<file path="src/rtl/alu_arbiter.sv">
// ---------------------------------------------------------------------------
// alu_arbiter
//
// Shares one external combinational ALU between two requesters. Each
// accepted operation goes through IDLE -> EXEC -> RESP. The operands are
// captured on accept, the ALU output is latched during EXEC, and the result
// is held in RESP until the owning requester takes it. Ties in IDLE go to
// the requester that was not granted last.
//
// Ports
//   clk, rst_n                 clock, synchronous active-low reset
//   req<i>_valid/_ready        operation handshake for requester i
//   req<i>_a, req<i>_b         operands (WIDTH bits)
//   req<i>_op                  ALU control code (OPW bits)
//   rsp<i>_valid/_ready        result handshake for requester i
//   rsp<i>_result, rsp<i>_zero registered ALU result and zero flag
//   alu_srcA, alu_srcB         captured operands driven to the shared ALU
//   alu_ctrl                   captured control code driven to the ALU
//   alu_result, alu_zero       outputs of the shared ALU
//   busy                       high whenever an operation is in flight
// ---------------------------------------------------------------------------
module alu_arbiter #(
    parameter int WIDTH = 32,
    parameter int OPW   = 3
) (
    input  logic             clk,
    input  logic             rst_n,

    input  logic             req0_valid,
    output logic             req0_ready,
    input  logic [WIDTH-1:0] req0_a,
    input  logic [WIDTH-1:0] req0_b,
    input  logic [OPW-1:0]   req0_op,

    input  logic             req1_valid,
    output logic             req1_ready,
    input  logic [WIDTH-1:0] req1_a,
    input  logic [WIDTH-1:0] req1_b,
    input  logic [OPW-1:0]   req1_op,

    output logic             rsp0_valid,
    input  logic             rsp0_ready,
    output logic [WIDTH-1:0] rsp0_result,
    output logic             rsp0_zero,

    output logic             rsp1_valid,
    input  logic             rsp1_ready,
    output logic [WIDTH-1:0] rsp1_result,
    output logic             rsp1_zero,

    output logic [WIDTH-1:0] alu_srcA,
    output logic [WIDTH-1:0] alu_srcB,
    output logic [OPW-1:0]   alu_ctrl,
    input  logic [WIDTH-1:0] alu_result,
    input  logic             alu_zero,

    output logic             busy
);

    typedef enum logic [1:0] {
        IDLE = 2'd0,
        EXEC = 2'd1,
        RESP = 2'd2
    } state_t;

    state_t           state;
    state_t           state_nxt;

    logic             last_grant;
    logic             owner;
    logic             grant;
    logic             accept;

    logic [WIDTH-1:0] a_p0;
    logic [WIDTH-1:0] b_p0;
    logic [OPW-1:0]   op_p0;
    logic [WIDTH-1:0] result_p1;
    logic             zero_p1;

    // Round-robin pick: a lone requester wins outright; on a tie the one
    // that did not win last time goes. With nobody valid the value is unused.
    always_comb begin
        if (req0_valid && req1_valid) begin
            grant = ~last_grant;
        end else begin
            grant = req1_valid;
        end
    end

    always_comb begin
        state_nxt  = state;
        req0_ready = 1'b0;
        req1_ready = 1'b0;
        rsp0_valid = 1'b0;
        rsp1_valid = 1'b0;
        accept     = 1'b0;
        case (state)
            IDLE: begin
                if (req0_valid || req1_valid) begin
                    req0_ready = ~grant;
                    req1_ready = grant;
                    accept     = 1'b1;
                    state_nxt  = EXEC;
                end
            end
            EXEC: begin
                state_nxt = RESP;
            end
            RESP: begin
                rsp0_valid = ~owner;
                rsp1_valid = owner;
                // Only the owner's ready matters; the other one is ignored.
                if (owner ? rsp1_ready : rsp0_ready) begin
                    state_nxt = IDLE;
                end
            end
            default: begin
                state_nxt = IDLE;
            end
        endcase
    end

    always_ff @(posedge clk) begin
        if (!rst_n) begin
            state      <= IDLE;
            last_grant <= 1'b1;
            owner      <= 1'b0;
            a_p0       <= '0;
            b_p0       <= '0;
            op_p0      <= '0;
            result_p1  <= '0;
            zero_p1    <= 1'b0;
        end else begin
            state <= state_nxt;
            // Stage p0: operand capture on accept
            if (accept) begin
                owner      <= grant;
                last_grant <= grant;
                a_p0       <= grant ? req1_a  : req0_a;
                b_p0       <= grant ? req1_b  : req0_b;
                op_p0      <= grant ? req1_op : req0_op;
            end
            // Stage p1: ALU result latch during EXEC
            if (state == EXEC) begin
                result_p1 <= alu_result;
                zero_p1   <= alu_zero;
            end
        end
    end

    assign alu_srcA    = a_p0;
    assign alu_srcB    = b_p0;
    assign alu_ctrl    = op_p0;

    assign rsp0_result = result_p1;
    assign rsp0_zero   = zero_p1;
    assign rsp1_result = result_p1;
    assign rsp1_zero   = zero_p1;

    assign busy        = (state != IDLE);

endmodule

</file>
<file path="config.mk">
export PLATFORM = sky130hd
export DESIGN_NAME = alu_arbiter
export DESIGN_NICKNAME = d
export VERILOG_FILES = /design/src/rtl/alu_arbiter.sv
export SDC_FILE = /design/constraint.sdc
export NUM_CORES = 1
export LEC_CHECK = 0
export ABC_AREA = 1
export CAP_MARGIN = 20
export CORE_ASPECT_RATIO = 1.75
export CORE_MARGIN = 4
export CORE_UTILIZATION = 29
export CTS_CLUSTER_SIZE = 30
export DETAILED_ROUTE_END_ITERATION = 8
export PLACE_DENSITY = 0.66
export SKIP_CTS_REPAIR_TIMING = 1
export SLEW_MARGIN = 20
export SYNTH_ARGS = -nofsm -noshare
export SYNTH_HDL_FRONTEND = slang
export SYNTH_SLANG_ARGS = --single-unit
</file>
<file path="constraint.sdc">
create_clock -name clk -period 1.4 [get_ports clk]
set_clock_uncertainty 0.15 [all_clocks]
set_input_delay 0.28 -clock clk [delete_from_list [all_inputs] [get_ports clk]]
set_output_delay 0.28 -clock clk [all_outputs]
set_load 0.05 [all_outputs]
</file>
==> out/qor.csv <==
stage;metric;value;unit
outcome;outcome;finished, violations left;
outcome;violations;setup timing;
detailed_routing;wl;20330;um
finish;layoutNonFillerInstCount;1234;
yosys;synth-seq-cells;104;
finish;fillers;1377;
sta;setup_viol;81;
yosys;ys_types;17;
yosys;synth-xor-area-share;0;%
placed_design;dp_slack;-0.4718;ns
clocking;ctsHtreeMaxLevel;3;
finish;finish.net_count;1178;
floorplan;design.die.area;19170;um^2
floorplan;pin_count;311;
sta;finalWorstSetupSlack;-0.2830;ns
sta;rsz0062_at_grt;yes;
detailed_routing;wl_per_cell;16.47;um
sta;fmax;594.2;MHz
sta;finalSetupTns;-2.326;ns
global_routing;grt_start_max_net_pins;68;
placed_design;hpwl;14530;um
power;leakage;4.432;nW
clocking;cts_tree;built;
global_routing;grt_pass1_wl;27610;um
clocking;cts_buffers;9;
detailed_routing;drtIter0Drc;156;
yosys;syn_avg_cell_area;6.824;um^2
clocking;clk_latency;0.33;ns
placed_design;placed_cells;1202;
floorplan;die_h;180.2;um
sta;tightest_slew;0.2839;ns
detailed_routing;num_vias;5728;
yosys;syn_nets;893;
yosys;synth_top_family_by_area;simple AND/OR/NAND/NOR gates;
yosys;synthCells;720;
placed_design;post_dp_cell_area;9619;um^2
floorplan;fp.coreArea;16520;um^2
yosys;synth-seq-area-share;42.37;%
global_routing;grt_overflow;0;
setup_path;cp_data_arrival_time;1.25;ns
flow_run;cap_viol_max_count;0;
finish;syn_to_final_growth;110.7;%
sta;fin_crit;1.683;ns
floorplan;initial_core_util;29.74;%
setup_path;crit_fanout;3;
yosys;synth.mux.area_fraction;0;%
yosys;synth-compound-area-share;10.39;%
yosys;synth-simple-area-share;34.45;%
sta;relSlewSlack;81.07;%
placed_design;portBuffers;310;
finish;n_antenna_cell;0;
power;worst_ir_drop_vdd;697.2;uV
detailed_routing;drt-vias-per-instance;4.642;
detailed_routing;drcViolationCount;0;
global_routing;antenna_found_initial;0;
yosys;synthAdderAreaFrac;0;%
clocking;clockBufferDepth;2;
clocking;clkTransAtPathRegs;0.08;ns
power;p_per_area;1109;nW/um^2
global_routing;grt_pass1_vias;5238;
floorplan;placement_rows;62;
sta;post-route-period-util;120.2;%
detailed_routing;ant_nets;0;
setup_path;cp-start-kind;flip-flop;
yosys;ys_warn_count;0;
placed_design;place_congestion;0.8118;
hold_path;hold_class;reg -> reg;
detailed_routing;drtPass1Iterations;4;
clocking;cts.root.buffer_cell;clkbuf_16;
sta;timing.final.hold_violations;0;
finish;multi_input_area;2307;um^2
finish;layout.area.seq;2132;um^2
setup_path;worstPathRequired;0.97;ns
yosys;syn_area;4913;um^2
setup_path;cp-end-kind;output pin;
finish;final_cell_area;10350;um^2
clocking;cts_sinks;104;
power;p_total;0.01148;W
setup_path;criticalPathCategory;reg -> out;
sta;drv_slew;0;
global_routing;grt_use_total;18.24;%
floorplan;chipWidth;106.4;um
finish;drive_gt1_share;26.73;%
==> final timing paths <==
kind	start	end	slack [ns]	cells after the start
worst max register to register	state[0]	rsp0_result[15]	-0.08	7
worst min-delay path	last_grant	last_grant	0.35	2
worst min register to register	last_grant	last_grant	0.35	2
worst max-delay path	state[0]	req0_ready	-0.28	6
==> cell usage after synthesis, drive strengths merged <==
master | count | area [um^2]
inv | 30 | 112.6
nor2 | 75 | 304.0
nand3 | 69 | 345.3
a21oi | 69 | 345.3
nand2 | 234 | 885.9
buf | 67 | 447.9
nand3b | 21 | 157.7
dfxtp | 104 | 2082
clkbuf | 18 | 67.56
o21ai | 33 | 165.2
==> routing by layer <==
layer  vias up  part of all wire, %  GRT usage [%]
met2       249                   57          35.97
met4         0                  3.1          6.017
met3        33                  6.9          4.052
met1      2613                   33          18.30
li1       2833                    -              -
met5         -                    0              0
==> stage by stage <==
| step | utilization (%) | hold slack, ns |
|---|---|---|
| finish | 62.66 | 0.3455 |
| global route | 62.66 | 0.3585 |
| CTS | 60.05 | 0.3312 |
| detailed placement | 58.22 | 0.3079 |
| global placement | 58.22 | 0.3073 |
| floorplan | - | 0.2649 |
==> critical path: stages, from the launching register on <==
cell and delay [ns]:
dfxtp_4 0.37, inv_6 0.07, nand2_8 0.06, nor2_4 0.13, inv_4 0.05, nor2_4 0.09
buf_12 0.14
==> logic make-up after synthesis <==
logic type | count (synthesis)
AO/OA/AOI/OAI | 102
flip-flops | 104
AND/OR/NAND/NOR | 399
buffers and inverters | 115
==> layout by cell type, fill, tap and decap left out, drive strengths merged <==
cell | synthesis | layout
nand3b | 21 | 21
o21ai | 33 | 33
a21oi | 69 | 69
dlymetal6s2s | 0 | 1
nand3 | 69 | 69
clkdlybuf4s50 | 0 | 170
clkinvlp | 0 | 1
buf | 67 | 181
bufinv | 0 | 1
clkbuf | 18 | 16
dfxtp | 104 | 104
nand2 | 234 | 234
nor2 | 75 | 75
inv | 30 | 33
clkinv | 0 | 2
==> where the power goes <==
group	leakage, nW	switching (W)	internal, W
clock network	0.153	0.00120	0.00142
registers	0.870	0.000401	0.00328
logic	3.41	0.00260	0.00258
total	4.43	0.00420	0.00728
==> flip-flops by register name, summed over array words and instances (netlist names) <==
name         cells
alu_ctrl         3
alu_srcA        32
alu_srcB        32
last_grant       1
owner            1
rsp0_result     32
rsp0_zero        1
state            2
==> area by class of cell <==
type                       count  area share [%]
clock inverter                 7          0.7492
sequential                   104           20.59
multi-input combinational    501           22.28
inverter                      30           1.341
clock buffer                   9           2.175
timing repair buffer         359           50.15
tap                          224           2.707
(Power assumes the default switching activity.)
